--- src/rtl/seven_seg_pkg.sv ---
// Shared constants for the seven-segment scan driver: hex glyph table and blank pattern.
// Glyphs are active-low, bit order GFEDCBA.
package seven_seg_pkg;

    typedef logic [6:0] seg_t;

    localparam seg_t SEG_OFF = 7'h7F;

    localparam seg_t GLYPH [16] = '{
        7'h40, 7'h79, 7'h24, 7'h30,   // 0 1 2 3
        7'h19, 7'h12, 7'h02, 7'h78,   // 4 5 6 7
        7'h00, 7'h10, 7'h08, 7'h03,   // 8 9 A b
        7'h46, 7'h21, 7'h06, 7'h0E    // C d E F
    };

endpackage

--- src/rtl/seven_seg_scan_if.sv ---
// Host/display signal bundle for seven_seg_scan; master drives load/value/dp_mask/blank,
// slave (the driver) produces the display pins and frame_done.
interface seven_seg_scan_if #(
    parameter int unsigned NUM_DIGITS = 4
);
    logic                      load;
    logic [4*NUM_DIGITS-1:0]   value;
    logic [NUM_DIGITS-1:0]     dp_mask;
    logic                      blank;
    logic [6:0]                seg_n;
    logic                      dp_n;
    logic [NUM_DIGITS-1:0]     an_n;
    logic                      frame_done;

    modport master (
        output load, value, dp_mask, blank,
        input  seg_n, dp_n, an_n, frame_done
    );

    modport slave (
        input  load, value, dp_mask, blank,
        output seg_n, dp_n, an_n, frame_done
    );
endinterface

--- src/rtl/seg_hex_decode.sv ---
// Combinational nibble-to-glyph lookup (active-low GFEDCBA).
module seg_hex_decode
    import seven_seg_pkg::*;
(
    input  logic [3:0] nib_i,
    output seg_t       seg_o
);

    assign seg_o = GLYPH[nib_i];

endmodule

--- src/rtl/seven_seg_scan.sv ---
// Time-multiplexed common-anode seven-segment driver with frame-synchronous value update.
// Define SEVSEG_LZB_EN to blank leading zero digits (digit 0 always shown).
module seven_seg_scan
    import seven_seg_pkg::*;
#(
    parameter int unsigned NUM_DIGITS = 4,
    parameter int unsigned SCAN_DIV   = 50000,
    parameter int unsigned GUARD      = 16
) (
    input logic              clk,
    input logic              rst,
    seven_seg_scan_if.slave  bus
);

    localparam int unsigned DIV_W = (SCAN_DIV > 1) ? $clog2(SCAN_DIV) : 1;
    localparam int unsigned IDX_W = (NUM_DIGITS > 1) ? $clog2(NUM_DIGITS) : 1;

    logic [DIV_W-1:0]        div_q, div_d;
    logic [IDX_W-1:0]        idx_q, idx_d;
    logic [4*NUM_DIGITS-1:0] pend_val_q, pend_val_d, act_val_q, act_val_d;
    logic [NUM_DIGITS-1:0]   pend_dp_q, pend_dp_d, act_dp_q, act_dp_d;
    seg_t                    seg_q, seg_d;
    logic                    dp_q, dp_d;
    logic [NUM_DIGITS-1:0]   an_q, an_d;
    logic                    fd_q, fd_d;

    logic                    div_wrap, idx_wrap, boundary;
    logic [NUM_DIGITS-1:0]   lzb;
    logic [3:0]              cur_nib;
    seg_t                    cur_glyph;

    assign div_wrap = (div_q == DIV_W'(SCAN_DIV - 1));
    assign idx_wrap = (idx_q == IDX_W'(NUM_DIGITS - 1));
    assign boundary = div_wrap & idx_wrap;
    assign cur_nib  = act_val_q[4*idx_q +: 4];

    seg_hex_decode u_dec (
        .nib_i (cur_nib),
        .seg_o (cur_glyph)
    );

    always_comb begin
        lzb = '0;
`ifdef SEVSEG_LZB_EN
        begin : lzb_scan
            logic run;
            run = 1'b1;
            for (int unsigned i = NUM_DIGITS - 1; i > 0; i--) begin
                run    = run & (act_val_q[4*i +: 4] == 4'h0) & ~act_dp_q[i];
                lzb[i] = run;
            end
        end
`endif
    end

    always_comb begin
        div_d = div_wrap ? '0 : div_q + 1'b1;
        idx_d = idx_q;
        if (div_wrap) begin
            idx_d = idx_wrap ? '0 : idx_q + 1'b1;
        end

        // A load in the boundary cycle lands in pending and active together so the
        // following boundary does not revert the display to an older value.
        pend_val_d = pend_val_q;
        pend_dp_d  = pend_dp_q;
        act_val_d  = act_val_q;
        act_dp_d   = act_dp_q;
        if (bus.load) begin
            pend_val_d = bus.value;
            pend_dp_d  = bus.dp_mask;
        end
        if (boundary) begin
            act_val_d = pend_val_d;
            act_dp_d  = pend_dp_d;
        end

        seg_d = SEG_OFF;
        dp_d  = 1'b1;
        an_d  = '1;
        fd_d  = boundary;
        if ((32'(div_q) >= GUARD) && !bus.blank && !lzb[idx_q]) begin
            an_d[idx_q] = 1'b0;
            seg_d       = cur_glyph;
            dp_d        = ~act_dp_q[idx_q];
        end
    end

    always_ff @(posedge clk or posedge rst) begin
        if (rst) begin
            div_q      <= '0;
            idx_q      <= '0;
            pend_val_q <= '0;
            pend_dp_q  <= '0;
            act_val_q  <= '0;
            act_dp_q   <= '0;
            seg_q      <= SEG_OFF;
            dp_q       <= 1'b1;
            an_q       <= '1;
            fd_q       <= 1'b0;
        end else begin
            div_q      <= div_d;
            idx_q      <= idx_d;
            pend_val_q <= pend_val_d;
            pend_dp_q  <= pend_dp_d;
            act_val_q  <= act_val_d;
            act_dp_q   <= act_dp_d;
            seg_q      <= seg_d;
            dp_q       <= dp_d;
            an_q       <= an_d;
            fd_q       <= fd_d;
        end
    end

    assign bus.seg_n      = seg_q;
    assign bus.dp_n       = dp_q;
    assign bus.an_n       = an_q;
    assign bus.frame_done = fd_q;

endmodule

--- src/flat_wrapper.sv ---
// flat-port wrapper written by rule: the top's interface ports become plain ports
module seven_seg_scan_flat import seven_seg_pkg::*;
#(
    parameter int unsigned NUM_DIGITS = 4,
    parameter int unsigned SCAN_DIV   = 50000,
    parameter int unsigned GUARD      = 16
)
  (clk, rst, bus_load, bus_value, bus_dp_mask, bus_blank, bus_seg_n, bus_dp_n, bus_an_n, bus_frame_done);
  seven_seg_scan_if #(.NUM_DIGITS(NUM_DIGITS)) bus_i ();
  input logic clk;
  input logic rst;
  input wire logic [$bits(bus_i.load)-1:0] bus_load;
  input wire logic [$bits(bus_i.value)-1:0] bus_value;
  input wire logic [$bits(bus_i.dp_mask)-1:0] bus_dp_mask;
  input wire logic [$bits(bus_i.blank)-1:0] bus_blank;
  output wire logic [$bits(bus_i.seg_n)-1:0] bus_seg_n;
  output wire logic [$bits(bus_i.dp_n)-1:0] bus_dp_n;
  output wire logic [$bits(bus_i.an_n)-1:0] bus_an_n;
  output wire logic [$bits(bus_i.frame_done)-1:0] bus_frame_done;
  assign bus_i.load = bus_load;
  assign bus_i.value = bus_value;
  assign bus_i.dp_mask = bus_dp_mask;
  assign bus_i.blank = bus_blank;
  assign bus_seg_n = bus_i.seg_n;
  assign bus_dp_n = bus_i.dp_n;
  assign bus_an_n = bus_i.an_n;
  assign bus_frame_done = bus_i.frame_done;
  seven_seg_scan #(.NUM_DIGITS(NUM_DIGITS), .SCAN_DIV(SCAN_DIV), .GUARD(GUARD)) u_core (.clk(clk), .rst(rst), .bus(bus_i));
endmodule
--- config.mk ---
export PLATFORM = sky130hd
export DESIGN_NAME = seven_seg_scan_flat
export DESIGN_NICKNAME = d
export VERILOG_FILES = /design/src/rtl/seven_seg_pkg.sv /design/src/rtl/seven_seg_scan_if.sv /design/src/rtl/seg_hex_decode.sv /design/src/rtl/seven_seg_scan.sv /design/src/flat_wrapper.sv
export SDC_FILE = /design/constraint.sdc
export NUM_CORES = 1
export LEC_CHECK = 0
export CAP_MARGIN = 15
export CORE_MARGIN = 1
export CORE_UTILIZATION = 51
export DETAILED_ROUTE_END_ITERATION = 10
export PLACE_DENSITY = 0.76
export REMOVE_ABC_BUFFERS = 1
export SYNTH_ARGS = -nofsm -noshare
export SYNTH_HDL_FRONTEND = slang
export SYNTH_SLANG_ARGS = --single-unit
--- constraint.sdc ---
create_clock -name clk -period 2.2 [get_ports clk]
set_input_delay 0.44 -clock clk [delete_from_list [all_inputs] [get_ports clk]]
set_output_delay 0.44 -clock clk [all_outputs]
set_load 0.05 [all_outputs]
Yosys cells after proc, flatten, opt, wreduce, memory -nomap -nowiden:

Memory sizes are Yosys's and may differ from the RTL's.
Index checks and enable logic that the tools add are counted.

* add/sub/neg operators: 2
* $mul: 0
* div/mod/pow operators: 0
* magnitude comparators: 4
* equal/unequal tests: 2
* shift-type cells: 1
* multiplexer cells: 15
* bitwise gates (word level): 4
* reductions and logical operators: 5

Operator list (number)
* $mux W16: 2
* $mux W7: 3
* $add A16 B1 Y16 const B: 1
* $eq A16 B16 Y1 const B: 1
* $ge A16 B5 Y1 const B: 1
* $shiftx A16 B5 Y4: 1
* $mux W4: 2
* $ge A5 B5 Y1 const B: 1
* $not A4 Y5: 1
* $bmux W1 S2: 2
* $mux W1: 4
* $not A4 Y4: 1
* $logic_and A1 B1 Y1: 3
* $lt A2 B3 Y1 const B: 1
* $add A2 B1 Y2 const B: 1
* $demux W1 S2: 1
* $eq A2 B2 Y1 const B: 1
* $ge A2 B1 Y1 const B: 1
* $logic_not A1 Y1: 2
* $mux W2: 1
* $and A1 B1 Y1: 1
* $not A1 Y1: 1

* register bits after elaboration: 71
* latch bits: 0
* memory bits (writable): 0
* ROM bits: 112
* input bits: 24
* memories kept: 1

Memory list
* (name not given): words 16, bits a word 7, rd ports 1, clocked after Yosys merged registers in 0, write ports 0, RTL line seg_hex_decode.sv:9 `assign seg_o = GLYPH[nib_i];`

Logic depth before layout (Yosys ltp):

* depth in word-level cells: 6
* mapped depth: 8
* depth with buffers taken out: 7

Hierarchy:

Synthesis repeated with hierarchy kept, for this count alone.

* cells, all modules: 239
* area total of the unflattened synthesis: 3225.6 µm²

By module, submodules not included
* seven_seg_scan: instances 1, cells each 208, area an instance 2962.8 µm²
* seg_hex_decode: instances 1, cells each 31, area an instance 262.8 µm²

Least setup slack after synthesis:

Ideal clock, no wire load.

* kind: register to register
* from: reg u_core.div_q[7]
* to: reg u_core.act_dp_q[0]
* setup time: 0.125 ns
* data arrival time: 1.950 ns
* required time: 2.075 ns
* slack: 0.125 ns
* stages on the path, launching flop included: 7
* buffers on the path: 2
* cells stage by stage: dfrtp_1 -> buf_6 -> or4_4 -> nor4_4 -> nand3_2 -> buf_6 -> mux2_4

* word-level cells in the longest chain between the ends: 2

Ends and longest elaborated chain
* start: declaration: RTL line seven_seg_scan.sv:18 `logic [DIV_W-1:0] div_q, div_d;`
* start signal: assignment: RTL line seven_seg_scan.sv:102 `div_q <= div_d;`
* $eq A16 B16 Y1: RTL line seven_seg_scan.sv:32 `assign div_wrap = (div_q == DIV_W'(SCAN_DIV - 1));`
* $and A1 B1 Y1: RTL line seven_seg_scan.sv:34 `assign boundary = div_wrap & idx_wrap;`
* end signal: assignment: RTL line seven_seg_scan.sv:107 `act_dp_q <= act_dp_d;`
* end: declaration: RTL line seven_seg_scan.sv:21 `logic [NUM_DIGITS-1:0] pend_dp_q, pend_dp_d, act_dp_q, act_dp_d;`

Every way passes these cells.
A chain may end at the register's enable or synchronous reset.

Worst setup path in the final report:

* from: reg u_core.seg_q[0] (netlist: u_core.bus.seg_n[0])
* to: out bus_seg_n[0]

RTL lines
* start: declaration: RTL line seven_seg_scan.sv:22 `seg_t seg_q, seg_d;`
* start signal: assignment: RTL line seven_seg_scan.sv:108 `seg_q <= seg_d;`
* end: declaration: RTL line flat_wrapper.sv:16 `output wire logic [$bits(bus_i.seg_n)-1:0] bus_seg_n;`

No word-level cell between the ends.

==> impl_metrics.xml <==
<?xml version="1.0" encoding="UTF-8"?>
<metrics>
  <group name="setup_path">
    <metric name="worstRegToRegCells" unit="">5</metric>
    <metric name="minimum_setup_slack_among_reg_to_reg_paths" unit="ns">0.17</metric>
    <metric name="timing.critical_path.buf_inv" unit="">1</metric>
    <metric name="cp_max_fo" unit="">1</metric>
    <metric name="crit_path_top_delay_cell" unit="">sky130_fd_sc_hd__clkdlybuf4s50_1</metric>
    <metric name="reg2reg_from" unit="">u_core.div_q[11]</metric>
    <metric name="worstSetupEndpointType" unit="">output port</metric>
    <metric name="worst_ep_required_time" unit="ns">1.76</metric>
    <metric name="worstReg2RegEnd" unit="">u_core.act_val_q[10]</metric>
    <metric name="critical_path.top_delay_family" unit="">buffers and inverters</metric>
    <metric name="cp-start-kind" unit="">flip-flop</metric>
    <metric name="path_cells" unit="">clkdlybuf4s50_1</metric>
    <metric name="worstPathArrival" unit="ns">1.69</metric>
    <metric name="timing.setup.critical_path_class" unit="">flip-flop to output port</metric>
    <metric name="critical-path-max-stage-delay" unit="ns">0.80</metric>
  </group>
  <group name="floorplan">
    <metric name="rows" unit="">29</metric>
    <metric name="fp.dieArea" unit="mm²">0.00697</metric>
    <metric name="start_util" unit="%">53.0</metric>
    <metric name="die_width" unit="µm">83.5</metric>
    <metric name="design.core.area" unit="mm²">0.00639</metric>
    <metric name="die_y" unit="µm">83.5</metric>
    <metric name="io_pins" unit="">37</metric>
  </group>
  <group name="final_layout">
    <metric name="layout.nets" unit="">334</metric>
    <metric name="stdcell_area" unit="mm²">0.00409</metric>
    <metric name="finish.utilization" unit="%">64.0</metric>
    <metric name="drive_above_1_share" unit="%">29.4</metric>
    <metric name="num_antenna_cells" unit="">0</metric>
    <metric name="final_cell_mix" unit="">sky130_fd_sc_hd__dfrtp_1 (59), sky130_fd_sc_hd__clkdlybuf4s50_1 (36), sky130_fd_sc_hd__mux2_2 (22)</metric>
    <metric name="area_delta_synth_final" unit="%">20.7</metric>
    <metric name="layout.cells.most_common" unit="">sky130_fd_sc_hd__dfrtp_1</metric>
  </group>
  <group name="power">
    <metric name="internal_power" unit="mW">2.15</metric>
    <metric name="power.switching" unit="mW">0.639</metric>
    <metric name="comb_power_share" unit="%">10.6</metric>
    <metric name="sequentialPowerShare" unit="%">50.6</metric>
    <metric name="pwr-share-clk" unit="%">38.8</metric>
    <metric name="switching_power_share_of_the_total" unit="%">23.0</metric>
    <metric name="leakage" unit="nW">1.84</metric>
    <metric name="total_power" unit="mW">2.79</metric>
    <metric name="power_density" unit="mW/mm²">682</metric>
    <metric name="max-vdd-ir-drop" unit="µV">419</metric>
  </group>
  <group name="timing">
    <metric name="clock.fmax" unit="GHz">0.470</metric>
    <metric name="max_slew_margin" unit="%">31.0</metric>
    <metric name="layout_worst_path_cycle_share" unit="%">96.8</metric>
    <metric name="hold_viol" unit="">0</metric>
    <metric name="finalSetupViolations" unit="">0</metric>
    <metric name="final.hold.worst_slack" unit="ns">0.469</metric>
    <metric name="grt_setup_unrepaired" unit="">false</metric>
    <metric name="maxSlewViolCount" unit="">0</metric>
    <metric name="worst_pin_slew" unit="ns">1.03</metric>
    <metric name="min_period" unit="ns">2.13</metric>
    <metric name="finalClockSkew" unit="ns">0.00748</metric>
  </group>
  <group name="global_routing">
    <metric name="grt_start_max_net_pins" unit="">72</metric>
    <metric name="global_route.overflow_total" unit="">0</metric>
    <metric name="grt_antenna_before_repair" unit="">0</metric>
    <metric name="grt_util_all_layers" unit="%">19.2</metric>
    <metric name="grt_pass1_wl" unit="µm">10200</metric>
    <metric name="number_of_global_route_vias_before_repair" unit="">2079</metric>
  </group>
  <group name="yosys">
    <metric name="synth_area" unit="mm²">0.00338</metric>
    <metric name="synth.yosys.warnings" unit="">0</metric>
    <metric name="synthFlopType" unit="">sky130_fd_sc_hd__dfrtp_1</metric>
    <metric name="synth-async-reset-ratio" unit="%">100</metric>
    <metric name="synth_top_family_by_area" unit="">multiplexers</metric>
    <metric name="post-synth-top-area-fraction" unit="%">43.6</metric>
    <metric name="synth_xor_area_share" unit="%">3.88</metric>
    <metric name="netlist-cell-type-count" unit="">38</metric>
    <metric name="synth_fa_ha_area_share" unit="%">4.44</metric>
    <metric name="netlist_top_cells_area" unit="">sky130_fd_sc_hd__dfrtp_1 (44%), sky130_fd_sc_hd__dfstp_2 (9.3%), sky130_fd_sc_hd__mux2_4 (8.9%)</metric>
    <metric name="synth_seq_area_share" unit="%">52.9</metric>
    <metric name="ys_ff_latch" unit="">71</metric>
    <metric name="synth_largest_area_cell" unit="">sky130_fd_sc_hd__dfrtp_1</metric>
    <metric name="synthSimpleGateAreaFrac" unit="%">9.87</metric>
    <metric name="number_of_enable_flip_flop_cells_after_synthesis" unit="">0</metric>
    <metric name="synth_compound_area_share" unit="%">3.81</metric>
    <metric name="muxShareOfSynthArea" unit="%">21.9</metric>
    <metric name="synthesized_instance_count" unit="">254</metric>
    <metric name="mean_cell_area_of_the_mapped_netlist" unit="µm²">13.3</metric>
  </group>
  <group name="clock_tree">
    <metric name="clock_insertion_delay_worst_skew" unit="ns">0.35</metric>
    <metric name="count_of_hold_buffers_inserted_by_post_cts_repair" unit="">0</metric>
    <metric name="num_cts_buffers" unit="">9</metric>
    <metric name="cts_max_path_buffers" unit="">2</metric>
    <metric name="clockRootBuffer" unit="">sky130_fd_sc_hd__clkbuf_8</metric>
    <metric name="cts.repair.resized" unit="">0</metric>
    <metric name="h_tree_depth_reported_by_cts" unit="">3</metric>
    <metric name="cts_tree" unit="">done</metric>
    <metric name="post-cts-setup-buffer-count" unit="">0</metric>
    <metric name="cts_sinks" unit="">71</metric>
    <metric name="clk_pin_slew_worst_paths" unit="ns">0.07</metric>
  </group>
  <group name="detailed_routing">
    <metric name="routed_wire_length_per_instance" unit="µm">15.5</metric>
    <metric name="drtIter0Drc" unit="">156</metric>
    <metric name="wl" unit="µm">5900</metric>
    <metric name="num_vias" unit="">2067</metric>
    <metric name="ant_nets_after_route" unit="">0</metric>
    <metric name="drc_errors" unit="">0</metric>
    <metric name="route.detailed.vias_per_inst" unit="">5.44</metric>
    <metric name="detail_route.first_pass.iterations" unit="">4</metric>
  </group>
  <group name="job">
    <metric name="max_cap_violations" unit="">0</metric>
  </group>
  <group name="worst_hold_path">
    <metric name="worst_hold_path_type" unit="">primary input to asynchronous set/reset pin</metric>
  </group>
  <group name="placed_design">
    <metric name="post_place_cell_area" unit="mm²">0.00388</metric>
    <metric name="globalplace.congestion" unit="">0.845</metric>
    <metric name="io_buffer_count" unit="">36</metric>
    <metric name="dp_hpwl" unit="µm">4010</metric>
  </group>
  <group name="outcome">
    <metric name="run_status" unit="">finished, final reports clean</metric>
  </group>
</metrics>
## worst max-delay path by stage
stage	from	endpoint	slack, ns	cells after the start
global placement	u_core.div_q[11]	u_core.act_val_q[5]	0.19	5
global route	u_core.bus.seg_n[0]	bus_seg_n[0]	0.04	1
CTS	u_core.bus.seg_n[0]	bus_seg_n[0]	0.05	1
detailed placement	bus_blank	u_core.bus.seg_n[2]	0.14	3
floorplan	u_core.div_q[7]	u_core.act_dp_q[0]	-0.22	4
finish	u_core.bus.seg_n[0]	bus_seg_n[0]	0.07	1
## metrics by stage
stage	setup WS (ns)	instances	TNS, ns
2_1_floorplan	-0.217	242	-5.33
3_3_place_gp	0.191	364	0
3_5_place_dp	0.140	364	0
4_1_cts	0.0549	380	0
5_1_grt	0.0441	380	0
6_report	0.0709	380	0
## metal layers
metal	global-route usage (%)	share of wire, %	up-vias
met2	28.4	47	41
met3	4.25	3.5	11
li1	-	-	983
met4	10.2	2.4	0
met1	26.8	47	1032
met5	0	0	-
## cells in the mapped netlist (4+ instances only)
| cell type | n |
|---|---|
| sky130_fd_sc_hd__dfrtp_1 | 59 |
| sky130_fd_sc_hd__mux2_2 | 22 |
| sky130_fd_sc_hd__mux2_4 | 20 |
| sky130_fd_sc_hd__nand2_1 | 13 |
| sky130_fd_sc_hd__nor2_1 | 13 |
| sky130_fd_sc_hd__dfstp_2 | 12 |
| sky130_fd_sc_hd__ha_1 | 12 |
| sky130_fd_sc_hd__inv_1 | 10 |
| sky130_fd_sc_hd__xor2_1 | 10 |
| sky130_fd_sc_hd__mux2i_1 | 8 |
| sky130_fd_sc_hd__clkbuf_1 | 7 |
| sky130_fd_sc_hd__nand3_1 | 7 |
| sky130_fd_sc_hd__nand4_1 | 6 |
| sky130_fd_sc_hd__mux4_2 | 5 |
| sky130_fd_sc_hd__xnor2_1 | 5 |
| sky130_fd_sc_hd__nor3_1 | 4 |
| sky130_fd_sc_hd__o221ai_1 | 4 |
## cell families after synthesis
group,Yosys count
buffers and inverters,22
DFF,71
adders and majority gates,12
xor gates and xnor gates,15
and+or+nand+nor,61
AOI/OAI and AO/OA,18
muxes,55
## power groups by stage
| stage | combinational, mW | sequential [mW] | clock, mW |
|---|---|---|---|
| final | 0.296 | 1.41 | 1.08 |
| after global routing | 0.323 | 1.42 | 1.16 |
| after CTS | 0.300 | 1.41 | 1.11 |
| after detailed placement | 0.299 | 1.43 | 0 |
| after global placement | 0.292 | 1.43 | 0 |
| after floorplan | 0.144 | 1.47 | 0 |
## cell type report
| cell class | instances | area, µm² |
|---|---|---|
| timing repair buffer | 45 | 465 |
| sequential | 71 | 1790 |
| clock buffer | 13 | 169 |
| fill | 481 | 2300 |
| inverter | 10 | 37.5 |
| tap | 77 | 96.3 |
| multi-input combinational | 161 | 1490 |
| clock inverter | 3 | 40.0 |
## flip-flops by register name, indices dropped and copies added (netlist names)
register               count
u_core.pend_dp_q           4
u_core.pend_val_q         16
u_core.idx_q               2
u_core.bus.an_n            4
u_core.act_dp_q            4
u_core.act_val_q          16
u_core.div_q              16
u_core.bus.seg_n           7
u_core.bus.frame_done      1
u_core.bus.dp_n            1
Note: power is estimated with default switching activity, not from simulation.
